### src/rtl/hazard_ctrl.sv
`default_nettype none
// ============================================================================
// Module      : hazard_ctrl
// Description : Pipeline hazard detection and operand forwarding, plus the
//               occupancy tracker for the iterative mult/div unit.
// Revision    : 1.0 - initial release
// ============================================================================
module hazard_ctrl #(
   parameter int MUL_LAT = 4,
   parameter int DIV_LAT = 32
) (
   input  logic       clk,
   input  logic       reset,
   input  logic [4:0] rs_D,
   input  logic [4:0] rt_D,
   input  logic [4:0] rs_E,
   input  logic [4:0] rt_E,
   input  logic [4:0] reg_id_E,
   input  logic [4:0] reg_id_M,
   input  logic [4:0] reg_id_W,
   input  logic       reg_write_E,
   input  logic       reg_write_M,
   input  logic       reg_write_W,
   input  logic       mem_to_reg_E,
   input  logic       mem_to_reg_M,
   input  logic       branch_D,
   input  logic       md_op_D,
   input  logic       mfhilo_D,
   input  logic       md_start_E,
   input  logic       md_is_div_E,
   output logic       stall_F,
   output logic       stall_D,
   output logic       flush_E,
   output logic       forwardA_D,
   output logic       forwardB_D,
   output logic [1:0] forwardA_E,
   output logic [1:0] forwardB_E,
   output logic       md_busy,
   output logic       md_done
);

   typedef enum logic [0:0] {
      ST_IDLE = 1'b0,
      ST_BUSY = 1'b1
   } md_state_t;

   localparam logic [5:0] c_MUL_LOAD = 6'(MUL_LAT - 1);
   localparam logic [5:0] c_DIV_LOAD = 6'(DIV_LAT - 1);

   md_state_t  r_state;
   md_state_t  w_state_nxt;
   logic [5:0] r_cnt;
   logic [5:0] w_cnt_nxt;
   logic       w_lwstall;
   logic       w_brstall;
   logic       w_mdstall;
   logic       w_stall;

   // Register 0 is hardwired to zero, so it never creates a dependency.
   function automatic logic f_match(input logic [4:0] a, input logic [4:0] b);
      return (a != 5'd0) && (a == b);
   endfunction

   always_ff @(posedge clk) begin
      if (reset) begin
         r_state <= ST_IDLE;
         r_cnt   <= 6'd0;
      end else begin
         r_state <= w_state_nxt;
         r_cnt   <= w_cnt_nxt;
      end
   end

   // A start seen while busy is dropped; decode stalls keep that from happening.
   always_comb begin
      w_state_nxt = r_state;
      w_cnt_nxt   = r_cnt;
      case (r_state)
         ST_IDLE: begin
            if (md_start_E) begin
               w_state_nxt = ST_BUSY;
               w_cnt_nxt   = md_is_div_E ? c_DIV_LOAD : c_MUL_LOAD;
            end
         end
         ST_BUSY: begin
            if (r_cnt != 6'd0) begin
               w_cnt_nxt = r_cnt - 6'd1;
            end else begin
               w_state_nxt = ST_IDLE;
            end
         end
         default: begin
            w_state_nxt = ST_IDLE;
         end
      endcase
   end

   assign md_busy = (r_state == ST_BUSY);
   assign md_done = (r_state == ST_BUSY) && (r_cnt == 6'd0);

   always_comb begin
      forwardA_E = 2'b00;
      forwardB_E = 2'b00;
      if (reg_write_M && f_match(rs_E, reg_id_M)) begin
         forwardA_E = 2'b10;
      end else if (reg_write_W && f_match(rs_E, reg_id_W)) begin
         forwardA_E = 2'b01;
      end
      if (reg_write_M && f_match(rt_E, reg_id_M)) begin
         forwardB_E = 2'b10;
      end else if (reg_write_W && f_match(rt_E, reg_id_W)) begin
         forwardB_E = 2'b01;
      end
   end

   assign forwardA_D = reg_write_M && f_match(rs_D, reg_id_M);
   assign forwardB_D = reg_write_M && f_match(rt_D, reg_id_M);

   assign w_lwstall = mem_to_reg_E && (f_match(rt_E, rs_D) || f_match(rt_E, rt_D));
   assign w_brstall = branch_D &&
                      ((reg_write_E  && (f_match(reg_id_E, rs_D) || f_match(reg_id_E, rt_D))) ||
                       (mem_to_reg_M && (f_match(reg_id_M, rs_D) || f_match(reg_id_M, rt_D))));
   // While reset is asserted the busy state is already being discarded.
   assign w_mdstall = (md_op_D || mfhilo_D) &&
                      (((r_state == ST_BUSY) && !reset) || md_start_E);
   assign w_stall   = w_lwstall || w_brstall || w_mdstall;

   assign stall_F = w_stall;
   assign stall_D = w_stall;
   assign flush_E = w_stall;

endmodule
`default_nettype wire

### config.mk
export PLATFORM = sky130hd
export DESIGN_NAME = hazard_ctrl
export DESIGN_NICKNAME = d
export VERILOG_FILES = /design/src/rtl/hazard_ctrl.sv
export SDC_FILE = /design/constraint.sdc
export NUM_CORES = 1
export LEC_CHECK = 0
export ABC_AREA = 1
export CAP_MARGIN = 5
export CORE_ASPECT_RATIO = 0.9
export CORE_MARGIN = 10
export CORE_UTILIZATION = 23
export DETAILED_ROUTE_END_ITERATION = 12
export PLACE_DENSITY_LB_ADDON = 0.2
export SLEW_MARGIN = 20
export SYNTH_ARGS = -nofsm -noshare
export SYNTH_HDL_FRONTEND = slang
export SYNTH_SLANG_ARGS = --single-unit
export TNS_END_PERCENT = 30
### constraint.sdc
create_clock -name clk -period 2.1 [get_ports clk]
set_input_delay 0.525 -clock clk [delete_from_list [all_inputs] [get_ports clk]]
set_output_delay 0.525 -clock clk [all_outputs]
set_load 0.005 [all_outputs]
==> out/results.ini <==
[run_status]
status = finished, final reports clean

[place]
place.detailed.hpwl_microns = 4286
place.gp.congestion = 0.8173
placed_cells = 400
port_buffers = 57
post_dp_cell_area_sq_um = 2197

[clocking]
ctsHtreeMaxLevel = 1
cts_root_buf = clkbuf_8
insertion_delay_ns = 0.23
cts_tree = yes
cts_buffers = 3
cts.path.max_buffers = 2
clk_pin_slew_ns = 0.04
clock_sinks = 7

[power]
ir_drop_mv = 0.4457
p_per_area_nw_per_um2 = 345.2
leakage_nw = 1.249

[yosys]
synth_top_family_by_area = simple AND/OR/NAND/NOR gates
synth_fp_nets = 294
syn_area_sq_um = 1319
synth-compound-area-share_pct = 12.90
yosys_warnings = 0
synth_xor_area_share_pct = 13.95
synth_mux_area_share_pct = 0
yosys.cell_types.count = 31
yosysSeqAreaShare_pct = 10.63
syn_area_per_cell_sq_um = 5.383
ys_ff_latch = 7
synth_cells = 245
synthAdderAreaFrac_pct = 1.898
yosysTopAreaCellShare_pct = 23.62
yosys-top-cells-area = nand2_1, dfxtp_1, inv_1
synth_area_leader_cell = nand2_1
synthSimpleGateAreaFrac_pct = 44.88

[route]
route.detailed.drc = 0
ant_nets = 0
finalWirelength_microns = 5051
wl_per_cell_microns = 12.26
dr.pass1.iters = 4
drt_iter0_markers = 45
vias = 1787
via_per_inst = 4.337

[timing]
fin_worst_skew_ns = 0.001715
period_needed_ns = 2.090
tns_ns = 0
max_slew_margin_pct = 84.88
worstMarginPinSlew_ns = 0.2249
setup_violations = 0
final_hold_viol_count = 0
drv_slew = 0
max_freq_ghz = 0.4785
fin_crit_sh_pct = 99.51
rsz0062_at_grt = true
hold-worst-slack_ns = 0.4860

[worst_hold_path]
hold_class = register to register

[critical_path]
critical_path_class = input pin to output port
worstPathRequired_ns = 1.57
worstSetupStartpointType = input pin
cpPeakStageDelay_ns = 0.16
path_cells = buf_2, inv_2, buf_4, nand2_1, a21oi_2, o2111ai_1, nor2_1, buf_4, nor2_2, buf_2
crit_slowest_cell = nor2_1
crit_buf_inv = 5
cp_max_fo = 5
arrival_ns = 1.56
worstSetupEndpointType = output port
crit_family = buffers and inverters

[die]
die_area_sq_um = 9167
initial_utilization_pct = 23.43
die_h_microns = 91.84
rows = 26
die_w_microns = 99.82
io_pins = 58
placeableCoreArea_sq_um = 5628

[layout]
layout.nets = 392
syn2layout_area_growth_pct = 77.51
layout-drive-gt1-share_pct = 35.67
n_antenna_cell = 0
fin_area_sq_um = 2341
instances_no_fill = 412

[grt]
grt_pass1_vias = 1832
grt_max_degree = 9
antenna_found_initial = 0
grt_usage_pct = 10.69
grt_overflow_total = 0
use_met1_pct = 13.06
grt_util_met2_pct = 18.64
grt-busiest-layer = met2
gr-usage-met3_pct = 2.251
grt_pass1_wl_microns = 8342

[flow_run]
maxCapViolCount = 0

metal layers:
layer / wire length, microns / part of all wire [%] / vias to the layer above
met3: 279 / 5.5 / 4
met4: 34 / 0.67 / 0
met1: 2357 / 47 / 795
met5: 0 / 0 / -
met2: 2380 / 47 / 33
li1: - / - / 955
cell type report:
| cell class | count | area (sq um) |
|---|---|---|
| repair buffers | 101 | 837.1 |
| well taps | 70 | 87.58 |
| multi-input cells | 188 | 1072 |
| clock buffers | 4 | 45.04 |
| inverters | 42 | 157.7 |
| flip-flops and latches | 7 | 141.4 |
| fillers | 618 | 3287 |
through the flow:
step	util (%)	total power [mW]	setup WS, ns
6_report	41.60	0.8082	0.01026
2_1_floorplan	-	0.3859	0.1798
4_1_cts	41.22	0.8095	-0.0006577
5_1_grt	41.60	0.8778	-0.07247
3_5_place_dp	39.04	0.6118	-0.8364
3_3_place_gp	39.04	0.6093	-0.8286
cells by family after synthesis:
group / count (synthesis)
flip-flops: 7
adder cells (fa/ha/maj): 2
AND/OR/NAND/NOR: 137
XOR/XNOR: 21
buffers and inverters: 50
AO/OA/AOI/OAI: 28
state kept, by name (all words and copies together) (netlist names):
register  count
md_busy       1
r_cnt         6
what timing repair did:
action,4_1_cts,5_1_grt
setup buffers,10,1
hold buffers,0,0
cloned,0,0
pin swaps,37,10
setup endpoints to repair,9,10
gates resized for setup,170,22
where the power goes:
group	total [mW]	switching [mW]	internal (mW)
sequential	0.165	0.0133	0.151
clock	0.187	0.0555	0.131
combinational	0.457	0.226	0.231
cells in the mapped netlist, drive strengths merged:
cell and number:
clkinv 1, or2 2, nand3 15, o221a 1, nor3b 2, a31oi 1, nor2 23, ha 2
o2111ai 3, o22ai 1, nand2 84, o31ai 1, nand4 3, dfxtp 7, buf 8, xnor2 11
nor3 7, o21ai 6, inv 41, a21oi 12, xor2 10, o21a 3, nand3b 1
worst paths after layout:
check,start,endpoint,slack [ns],depth (start not counted)
setup reg to reg,r_cnt[0],r_cnt[2],0.81,7
setup / recovery,reg_id_M[3],forwardB_E[0],0.01,10
hold reg to reg,r_cnt[1],r_cnt[1],0.49,2
hold / removal,r_cnt[1],r_cnt[1],0.49,2
placed cells by master, fill, tap and decap left out, types with 2 or more instances in the layout:
| cell | count |
|---|---|
| inv_1 | 26 |
| xnor2_2 | 3 |
| o21a_1 | 3 |
| nand2_1 | 80 |
| a21oi_2 | 2 |
| clkbuf_2 | 2 |
| inv_2 | 15 |
| buf_4 | 41 |
| nor2_1 | 17 |
| clkbuf_8 | 3 |
| buf_8 | 2 |
| dfxtp_1 | 6 |
| nand4_1 | 2 |
| ha_1 | 2 |
| o2111ai_1 | 2 |
| nor2_2 | 6 |
| buf_6 | 9 |
| xnor2_1 | 8 |
| xor2_1 | 10 |
| nor3b_2 | 2 |
| buf_2 | 14 |
| nand3_2 | 2 |
| o21ai_1 | 4 |
| clkdlybuf4s15_2 | 5 |
| dlygate4sd2_1 | 13 |
| clkdlybuf4s15_1 | 5 |
| a21oi_1 | 10 |
| clkdlybuf4s50_1 | 9 |
| nor3_2 | 4 |
| nor3_1 | 2 |
| nand3_1 | 13 |
| nand2_2 | 3 |
worst register-to-register path, stage by stage, from the launching register on:
cell,delay (ns)
dfxtp_1,0.33
inv_2,0.06
ha_1,0.20
nand4_2,0.10
buf_4,0.15
nand3b_1,0.11
a21oi_1,0.17
nor3_2,0.05
No activity file was read; power rests on OpenSTA's default activity.
